File: src/rtl/serial_queue_pkg.sv
// serial_queue_pkg: shared FSM state type, default parameters and pointer-width helper
package serial_queue_pkg;

    typedef enum logic {IDLE, SHIFT} sq_state_t;

    localparam int SQ_WIDTH_DEF = 8;
    localparam int SQ_DEPTH_DEF = 8;
    localparam int SQ_DIV_DEF   = 100;

    function automatic int clog2_plus1(input int n);
        return $clog2(n) + 1;
    endfunction

endpackage

File: src/rtl/sq_fifo.sv
// sq_fifo: synchronous FIFO with registered read data, level and full/empty/drop flags
// SERIAL_QUEUE_OVERWRITE_EN makes a push while full replace the oldest entry
module sq_fifo
    import serial_queue_pkg::*;
#(
    parameter int WIDTH = SQ_WIDTH_DEF,
    parameter int DEPTH = SQ_DEPTH_DEF
) (
    input  logic                            clk_i,
    input  logic                            rst_i,
    input  logic                            push_i,
    input  logic                            pop_i,
    input  logic [WIDTH-1:0]                wdata_i,
    output logic [WIDTH-1:0]                rdata_o,
    output logic [clog2_plus1(DEPTH)-1:0]   level_o,
    output logic                            full_o,
    output logic                            empty_o,
    output logic                            drop_o
);
    localparam int PW = clog2_plus1(DEPTH);
    localparam int AW = PW - 1;

    logic [WIDTH-1:0] mem_q [DEPTH];
    logic [PW-1:0]    wr_q, wr_d, rd_q, rd_d;
    logic [WIDTH-1:0] rdata_q, rdata_d;
    logic             do_push, do_pop;

    assign level_o = wr_q - rd_q;
    assign full_o  = level_o == PW'(DEPTH);
    assign empty_o = level_o == '0;
    assign do_pop  = pop_i && !empty_o;
    // a simultaneous pop frees a slot, so only an unpaired push into a full FIFO overflows
    assign drop_o  = push_i && full_o && !do_pop;
`ifdef SERIAL_QUEUE_OVERWRITE_EN
    assign do_push = push_i;
    assign rd_d    = rd_q + PW'(do_pop || drop_o);
`else
    assign do_push = push_i && !drop_o;
    assign rd_d    = rd_q + PW'(do_pop);
`endif
    assign wr_d    = wr_q + PW'(do_push);
    assign rdata_d = do_pop ? mem_q[rd_q[AW-1:0]] : rdata_q;
    assign rdata_o = rdata_q;

    always_ff @(posedge clk_i) begin
        if (rst_i) begin
            wr_q    <= '0;
            rd_q    <= '0;
            rdata_q <= '0;
        end else begin
            wr_q    <= wr_d;
            rd_q    <= rd_d;
            rdata_q <= rdata_d;
        end
    end

    always_ff @(posedge clk_i) begin
        if (do_push) mem_q[wr_q[AW-1:0]] <= wdata_i;
    end

endmodule

File: src/rtl/serial_queue_param.sv
// serial_queue_param: mid-bit sampling deserialiser feeding a DEPTH-word FIFO
// SERIAL_QUEUE_OVERWRITE_EN (in sq_fifo) selects overwrite-oldest instead of drop on overflow
module serial_queue_param
    import serial_queue_pkg::*;
#(
    parameter int WIDTH = SQ_WIDTH_DEF,
    parameter int DEPTH = SQ_DEPTH_DEF,
    parameter int DIV   = SQ_DIV_DEF
) (
    input  logic                            clock1M,
    input  logic                            reset,
    input  logic                            data_in,
    input  logic                            write_in,
    input  logic                            dequeue_in,
    output logic [WIDTH-1:0]                data_out,
    output logic                            status_out,
    output logic                            empty_out,
    output logic [clog2_plus1(DEPTH)-1:0]   level_out,
    output logic                            overflow_out
);
    localparam int DW = $clog2(DIV);
    localparam int CW = $clog2(WIDTH);

    sq_state_t        state_q, state_d;
    logic [DW-1:0]    div_q, div_d;
    logic [CW-1:0]    cnt_q, cnt_d;
    logic [WIDTH-1:0] sh_q, sh_d;
    logic             push_q, push_d;
    logic             write_q, deq_q, pop_q, ovf_q, drop;
    logic             mid, last;

    assign mid  = div_q == DW'(DIV / 2 - 1);
    assign last = cnt_q == CW'(WIDTH - 1);

    always_comb begin
        state_d = state_q;
        div_d   = div_q;
        cnt_d   = cnt_q;
        sh_d    = sh_q;
        push_d  = 1'b0;
        if (state_q == IDLE) begin
            if (write_in && !write_q) begin
                state_d = SHIFT;
                div_d   = '0;
                cnt_d   = '0;
            end
        end else if (!write_in) begin
            state_d = IDLE;
        end else begin
            div_d = (div_q == DW'(DIV - 1)) ? '0 : div_q + DW'(1);
            if (mid) begin
                sh_d   = {sh_q[WIDTH-2:0], data_in};
                cnt_d  = last ? '0 : cnt_q + CW'(1);
                push_d = last;
            end
        end
    end

    always_ff @(posedge clock1M) begin
        if (reset) begin
            state_q <= IDLE;
            div_q   <= '0;
            cnt_q   <= '0;
            sh_q    <= '0;
            push_q  <= 1'b0;
            write_q <= 1'b0;
            deq_q   <= 1'b0;
            pop_q   <= 1'b0;
            ovf_q   <= 1'b0;
        end else begin
            state_q <= state_d;
            div_q   <= div_d;
            cnt_q   <= cnt_d;
            sh_q    <= sh_d;
            push_q  <= push_d;
            write_q <= write_in;
            deq_q   <= dequeue_in;
            pop_q   <= dequeue_in && !deq_q;
            ovf_q   <= ovf_q || drop;
        end
    end

    sq_fifo #(.WIDTH(WIDTH), .DEPTH(DEPTH)) u_fifo (
        .clk_i   (clock1M),
        .rst_i   (reset),
        .push_i  (push_q),
        .pop_i   (pop_q),
        .wdata_i (sh_q),
        .rdata_o (data_out),
        .level_o (level_out),
        .full_o  (status_out),
        .empty_o (empty_out),
        .drop_o  (drop)
    );

    assign overflow_out = ovf_q;

endmodule

File: config.mk
export PLATFORM = sky130hd
export DESIGN_NAME = serial_queue_param
export DESIGN_NICKNAME = d
export VERILOG_FILES = /design/src/rtl/serial_queue_pkg.sv /design/src/rtl/sq_fifo.sv /design/src/rtl/serial_queue_param.sv
export SDC_FILE = /design/constraint.sdc
export NUM_CORES = 1
export LEC_CHECK = 0
export CAP_MARGIN = 20
export CORE_MARGIN = 3
export CORE_UTILIZATION = 55
export CTS_CLUSTER_DIAMETER = 50
export DETAILED_ROUTE_END_ITERATION = 8
export GPL_TIMING_DRIVEN = 1
export PLACE_DENSITY = 0.73
export REMOVE_ABC_BUFFERS = 1
export SYNTH_ARGS = -nofsm -noshare
export SYNTH_HDL_FRONTEND = slang
export SYNTH_SLANG_ARGS = --single-unit
File: constraint.sdc
create_clock -name clock1M -period 3.7 [get_ports clock1M]
set_input_delay 0.74 -clock clock1M [delete_from_list [all_inputs] [get_ports clock1M]]
set_output_delay 0.74 -clock clock1M [all_outputs]
set_load 0.005 [all_outputs]
# After elaboration in Yosys (flattened, before gate mapping)

Memories as Yosys holds them, arrays and structs flattened. A register that Yosys moved wholly into a read port is not among the register bits.
Index checks and enable logic that the tools add are counted.

Register bits after elaboration: 32
Bits in writable memories: 64
Input bits: 5
Output and inout port bits: 15
Word-level logic and storage cells: 58
Memories kept: 1

Memories:

| memory       | depth | width | rd ports | clocked after memory_dff | wr ports | RTL line      | RTL |
|---|---|---|---|---|---|---|---|
| u_fifo.mem_q | 8     | 8     | 1        | 1                        | 1        | sq_fifo.sv:23 | `logic [WIDTH-1:0] mem_q [DEPTH];` |

Add/subtract/negate cells: 5
Equal/unequal tests: 6
Mux-type cells: 14
Bitwise gates (word level): 3
Reductions and logical operators: 18

Operators with widths:

| kind                  | number |
|---|---|
| $mux W7               | 4 |
| $mux W3               | 5 |
| $add A4 B1 Y4         | 2 |
| $add A7 B1 Y7 const B | 1 |
| $eq A7 B6 Y1 const B  | 1 |
| $eq A7 B7 Y1 const B  | 1 |
| $logic_and A1 B1 Y1   | 6 |
| $reduce_and A3 Y1     | 2 |
| $logic_not A1 Y1      | 5 |
| $mux W1               | 5 |
| $eq A4 B4 Y1 const B  | 1 |
| $logic_not A4 Y1      | 1 |
| $reduce_or A4 Y1      | 1 |
| $sub A4 B4 Y4         | 1 |
| $add A3 B1 Y3 const B | 1 |
| $eq A3 B3 Y1 const B  | 1 |
| $not A1 Y1            | 3 |
| $ne A2 B1 Y1 const B  | 1 |
| $ne A2 B2 Y1 const B  | 1 |
| $reduce_and A2 Y1     | 1 |
| $reduce_bool A2 Y1    | 1 |
| $logic_or A1 B1 Y1    | 1 |

# Logic depth before layout (Yosys ltp)

Word-level depth: 10
Mapped depth: 13
Depth with buffers taken out: 11

# Modules after synthesis

Synthesis repeated with hierarchy kept, for this count alone.

Cell total of the unflattened synthesis: 306
Area, all modules: 4,346.7 sq um

Modules (own cells, without submodules):

| module             | instances | cells each | area an instance (sq um) | sequential area each (sq um) |
|---|---|---|---|---|
| sq_fifo            | 1         | 202        | 3,326.9                  | 2,242.2 |
| serial_queue_param | 1         | 104        | 1,019.7                  | 480.5 |

# Worst setup path before layout

OpenSTA, ideal clock, no wires.

Path kind: reg2reg
From: reg u_fifo.rd_q[1]
To: reg u_fifo.rd_q[1]
Setup time: 130 ps
Arrival time: 2,983 ps
Required time: 3,570 ps
Path slack: 587 ps
Cell stages (with the launch flop): 13
Buffers on the path: 4
Period minus slack after synthesis: 3,113 ps
Path through: dfxtp_1 clkbuf_1 buf_2 inv_1 fa_1 xor2_1 or3_4 o31a_1 buf_6 buf_12 ha_1 ha_1 nor2b_1

Longest elaborated chain between the ends: 5

Ends and longest elaborated chain:

| item                     | RTL line                 | RTL |
|---|---|---|
| from (decl)              | sq_fifo.sv:24            | `logic [PW-1:0] wr_q, wr_d, rd_q, rd_d;` |
| from (signal assigned)   | sq_fifo.sv:52            | `rd_q <= rd_d;` |
| $sub A4 B4 Y4            | sq_fifo.sv:28            | `assign level_o = wr_q - rd_q;` |
| named net level_out[2]   | serial_queue_param.sv:18 | `output logic [clog2_plus1(DEPTH)-1:0] level_out,` |
| $logic_not A4 Y1         | sq_fifo.sv:30            | `assign empty_o = level_o == '0;` |
| $logic_not A1 Y1         | sq_fifo.sv:31            | `assign do_pop = pop_i && !empty_o;` |
| $logic_and A1 B1 Y1      | sq_fifo.sv:31            |  |
| $add A4 B1 Y4            | sq_fifo.sv:39            | `assign rd_d = rd_q + PW'(do_pop);` |
| named net u_fifo.rd_d[1] | sq_fifo.sv:24            |  |

The timed path passes the listed nets, and every way through them passes these cells.
A chain may end at the register's enable or synchronous reset.

# Worst setup path in the final report

From: reg u_fifo.wr_q[0]
To: out status_out

Longest elaborated chain between the ends: 2

Ends and longest elaborated chain:

| item                   | RTL line                 | RTL |
|---|---|---|
| from (decl)            | sq_fifo.sv:24            |  |
| from (signal assigned) | sq_fifo.sv:51            | `wr_q <= wr_d;` |
| $sub A4 B4 Y4          | sq_fifo.sv:28            |  |
| $eq A4 B4 Y1           | sq_fifo.sv:29            | `assign full_o = level_o == PW'(DEPTH);` |
| to (decl)              | serial_queue_param.sv:16 | `output logic status_out,` |

No other way between the ends.

==> summary.md <==
| Metric | Value |
|---|---|
| CTS Buf Count | `9` |
| Met3 WL | `232 um` |
| Fillers | `568` |
| RSZ-0062 raised after global routing | `false` |
| Met2 routed WL | `3577 um` |
| Commonest cells post-synth | `edfxtp_1 (64), dfxtp_1 (40), nor2_1 (32)` |
| Vias in the first global route | `2,317` |
| Final hold violations | `0` |
| CP bufs+invs | `3` |
| IO Pins | `20` |
| Clk slew on worst S/H paths | `80 ps` |
| Die Y | `93.77 um` |
| Syn-to-layout area delta | `11.13%` |
| Top sig layer | `met4` |
| Die Wd | `93.77 um` |
| CTS tree | `done` |
| Min cycle time layout | `3384 ps` |
| Crit-path most repeated cell | `inv_1` |
| PostCTS Resize Cnt | `0` |
| Grt total ovfl | `0` |
| Top_reg_cell synth | `edfxtp_1` |
| IO buf count | `19` |
| Ys Warns | `0` |
| Worst setup EP type | `output port` |
| Area contributors post-synth | `edfxtp_1 (45%), dfxtp_1 (19%), mux4_2 (8.5%), ha_1 (3.2%), nor2_1 (2.8%)` |
| Sequential cell area fraction in the yosys report | `0.6426` |
| Netlist Area Pre-Place | `4237 sq um` |
| Total power | `1.844 mW` |
| Final Cycle Share | `0.9146` |
| Remaining DRCs | `0` |
| Antenna Nets Post-Route | `0` |
| GRT Util Overall | `0.1800` |
| Placer Congestion | `0.8126` |
| P per Cell Area | `391.7 nW/um^2` |
| CTS Hold Buffers Added | `0` |
| Clock Skew | `13.14 ps` |
| Detailed Place HPWL | `4667 um` |
| Final setup TNS | `0 ps` |
| Vias per inst | `5.353` |
| Diode count | `0` |
| DIE AREA | `8792 sq um` |
| Initial Utilization | `0.5749` |
| DR iter-0 viols | `162` |
| MaxCap Viol Count | `0` |
| M1 WL | `3292 um` |
| Footprint of the multi-input gates | `1405 sq um` |
| CORE AREA | `7370 sq um` |
| Synth Register Bits | `104` |
| Share of cells above drive strength 1 | `0.1573` |
| Final setup fails | `0` |
| Worst Hold Class | `reg -> reg` |
| Clock Tree Buf Depth | `2` |
| CP Cell Sequence | `inv_1 > ha_1 > inv_1 > fa_1 > or3_4 > nor3_1 > clkdlybuf4s50_1` |
| Worst Tran Pin Value | `854.0 ps` |
| CP Class | `reg -> out` |
| Worst EP arrival | `2640 ps` |
| Top delay family on crit path | `buffers and inverters` |
| Crit path launch type | `flop` |
| Synth area leader | `edfxtp_1` |
| DP Cell Count | `420` |
| Worst slew margin | `0.4307` |
| H-tree depth | `3` |
| Initial antenna violation count | `0` |
| Setup bufs post-CTS | `0` |
| Fin. max-slew vios | `0` |
| Site row count | `31` |
| Outcome | `complete, no violations` |
| Crit-path max FO | `4` |
| First-pass GRT wire length | `11,720 um` |
| Post-synth EDFFs | `64` |
| Pre-Repair DR Iteration Count | `4` |
| Syn Inst Count | `305` |
| Final design utilization | `0.6389` |
| Vias | `2,334` |
| Required time worst endpoint | `2960 ps` |
| Post-synth ARST share | `0` |
| Reg area | `2723 sq um` |
| Largest net degree at the start of global routing | `40` |
| F_max | `295.5 MHz` |
| Detailed Route WL | `7154 um` |
| Nets | `349` |
| Post-synthesis cell type count | `37` |
| Synth top area share | `0.4536` |
| Routed WL per cell | `16.41 um` |
| Pleak | `1.368 nW` |
| Worst IR Drop VDD | `0.2787 mV` |
| Clock Latency Late Sink | `350 ps` |
| Avg Cell Area, Syn | `13.89 sq um` |
| Reg2Reg Setup Slack | `950 ps` |
| Critical Path Slowest Stage Cell | `clkdlybuf4s50_1` |
| Crit-path max cell delay | `550 ps` |
| CTS root buf | `clkbuf_8` |
| Clock sinks | `104` |
| Finished Layout Cells | `436` |
| Count leader, synth | `edfxtp_1` |
[sequential cells by signal, summed over array words and instances, names as in the netlist]
register	flops
cnt_q	3
overflow_out	1
write_q	1
push_q	1
div_q	7
u_fifo.wr_q	4
deq_q	1
u_fifo.mem_q	64
sh_q	8
pop_q	1
u_fifo.rdata_o	8
u_fifo.rd_q	4
state_q	1
[cells by family after synthesis]
| family | count (synthesis) | share of synthesized area |
|---|---|---|
| simple gates | 97 | 0.1119 |
| xor+xnor | 7 | 0.01447 |
| mux | 24 | 0.1040 |
| fa+ha+maj | 12 | 0.03721 |
| compound gates | 40 | 0.06409 |
| buf+inv | 21 | 0.02570 |
| flops | 104 | 0.6426 |
[metrics by stage]
step / hold WS, ps / setup WS (ps) / instance area (sq um)
after detailed placement: 385.2 / 682.8 / 4542
final: 392.7 / 315.9 / 4708
after global placement: 371.6 / 752.1 / 4542
after floorplan: 367.4 / 363.6 / 4158
after CTS: 397.7 / 280.8 / 4708
after global routing: 410.0 / 183.6 / 4708
[cell usage in the layout, fill, tap and decap left out, drive strengths merged, types with 2 or more instances in the layout]
master,count
edfxtp,64
clkinv,2
nor2,32
nand2b,2
clkbuf,13
or3b,2
mux2i,8
a211oi,8
inv,8
nor2b,10
nor3,3
buf,11
mux4,16
dfxtp,40
or3,3
nand3b,4
nand3,9
o21ai,8
xor2,4
clkdlybuf4s50,18
a21oi,22
and3,4
xnor2,3
ha,11
nand2,23
[routing by layer]
| layer | vias up | GRT usage |
|---|---|---|
| li1 | 1174 | - |
| met1 | 1120 | 0.2433 |
| met2 | 36 | 0.2880 |
| met3 | 4 | 0.04888 |
| met4 | 0 | 0.05054 |
| met5 | - | 0 |
[final timing paths]
kind,from,end,cells after the start
setup / recovery,u_fifo.wr_q[0],status_out,7
hold / removal,deq_q,pop_q,1
setup reg to reg,u_fifo.wr_q[0],u_fifo.rd_q[2],11
hold reg to reg,deq_q,pop_q,1
[power by group]
group / switching (mW) / total (mW) / internal (mW)
logic: 0.0151 / 0.0231 / 0.00794
clock network: 0.340 / 0.602 / 0.262
registers: 0.00199 / 1.22 / 1.22
[layout make-up]
cell class / count / share of cell area
clock inverters: 3 / 0.003720
well taps: 99 / 0.02631
repair buffers: 29 / 0.05528
inverters: 8 / 0.006378
multi-input cells: 180 / 0.2984
clock buffers: 13 / 0.03162
flip-flops and latches: 104 / 0.5783
No activity file was read; power rests on OpenSTA's default activity.
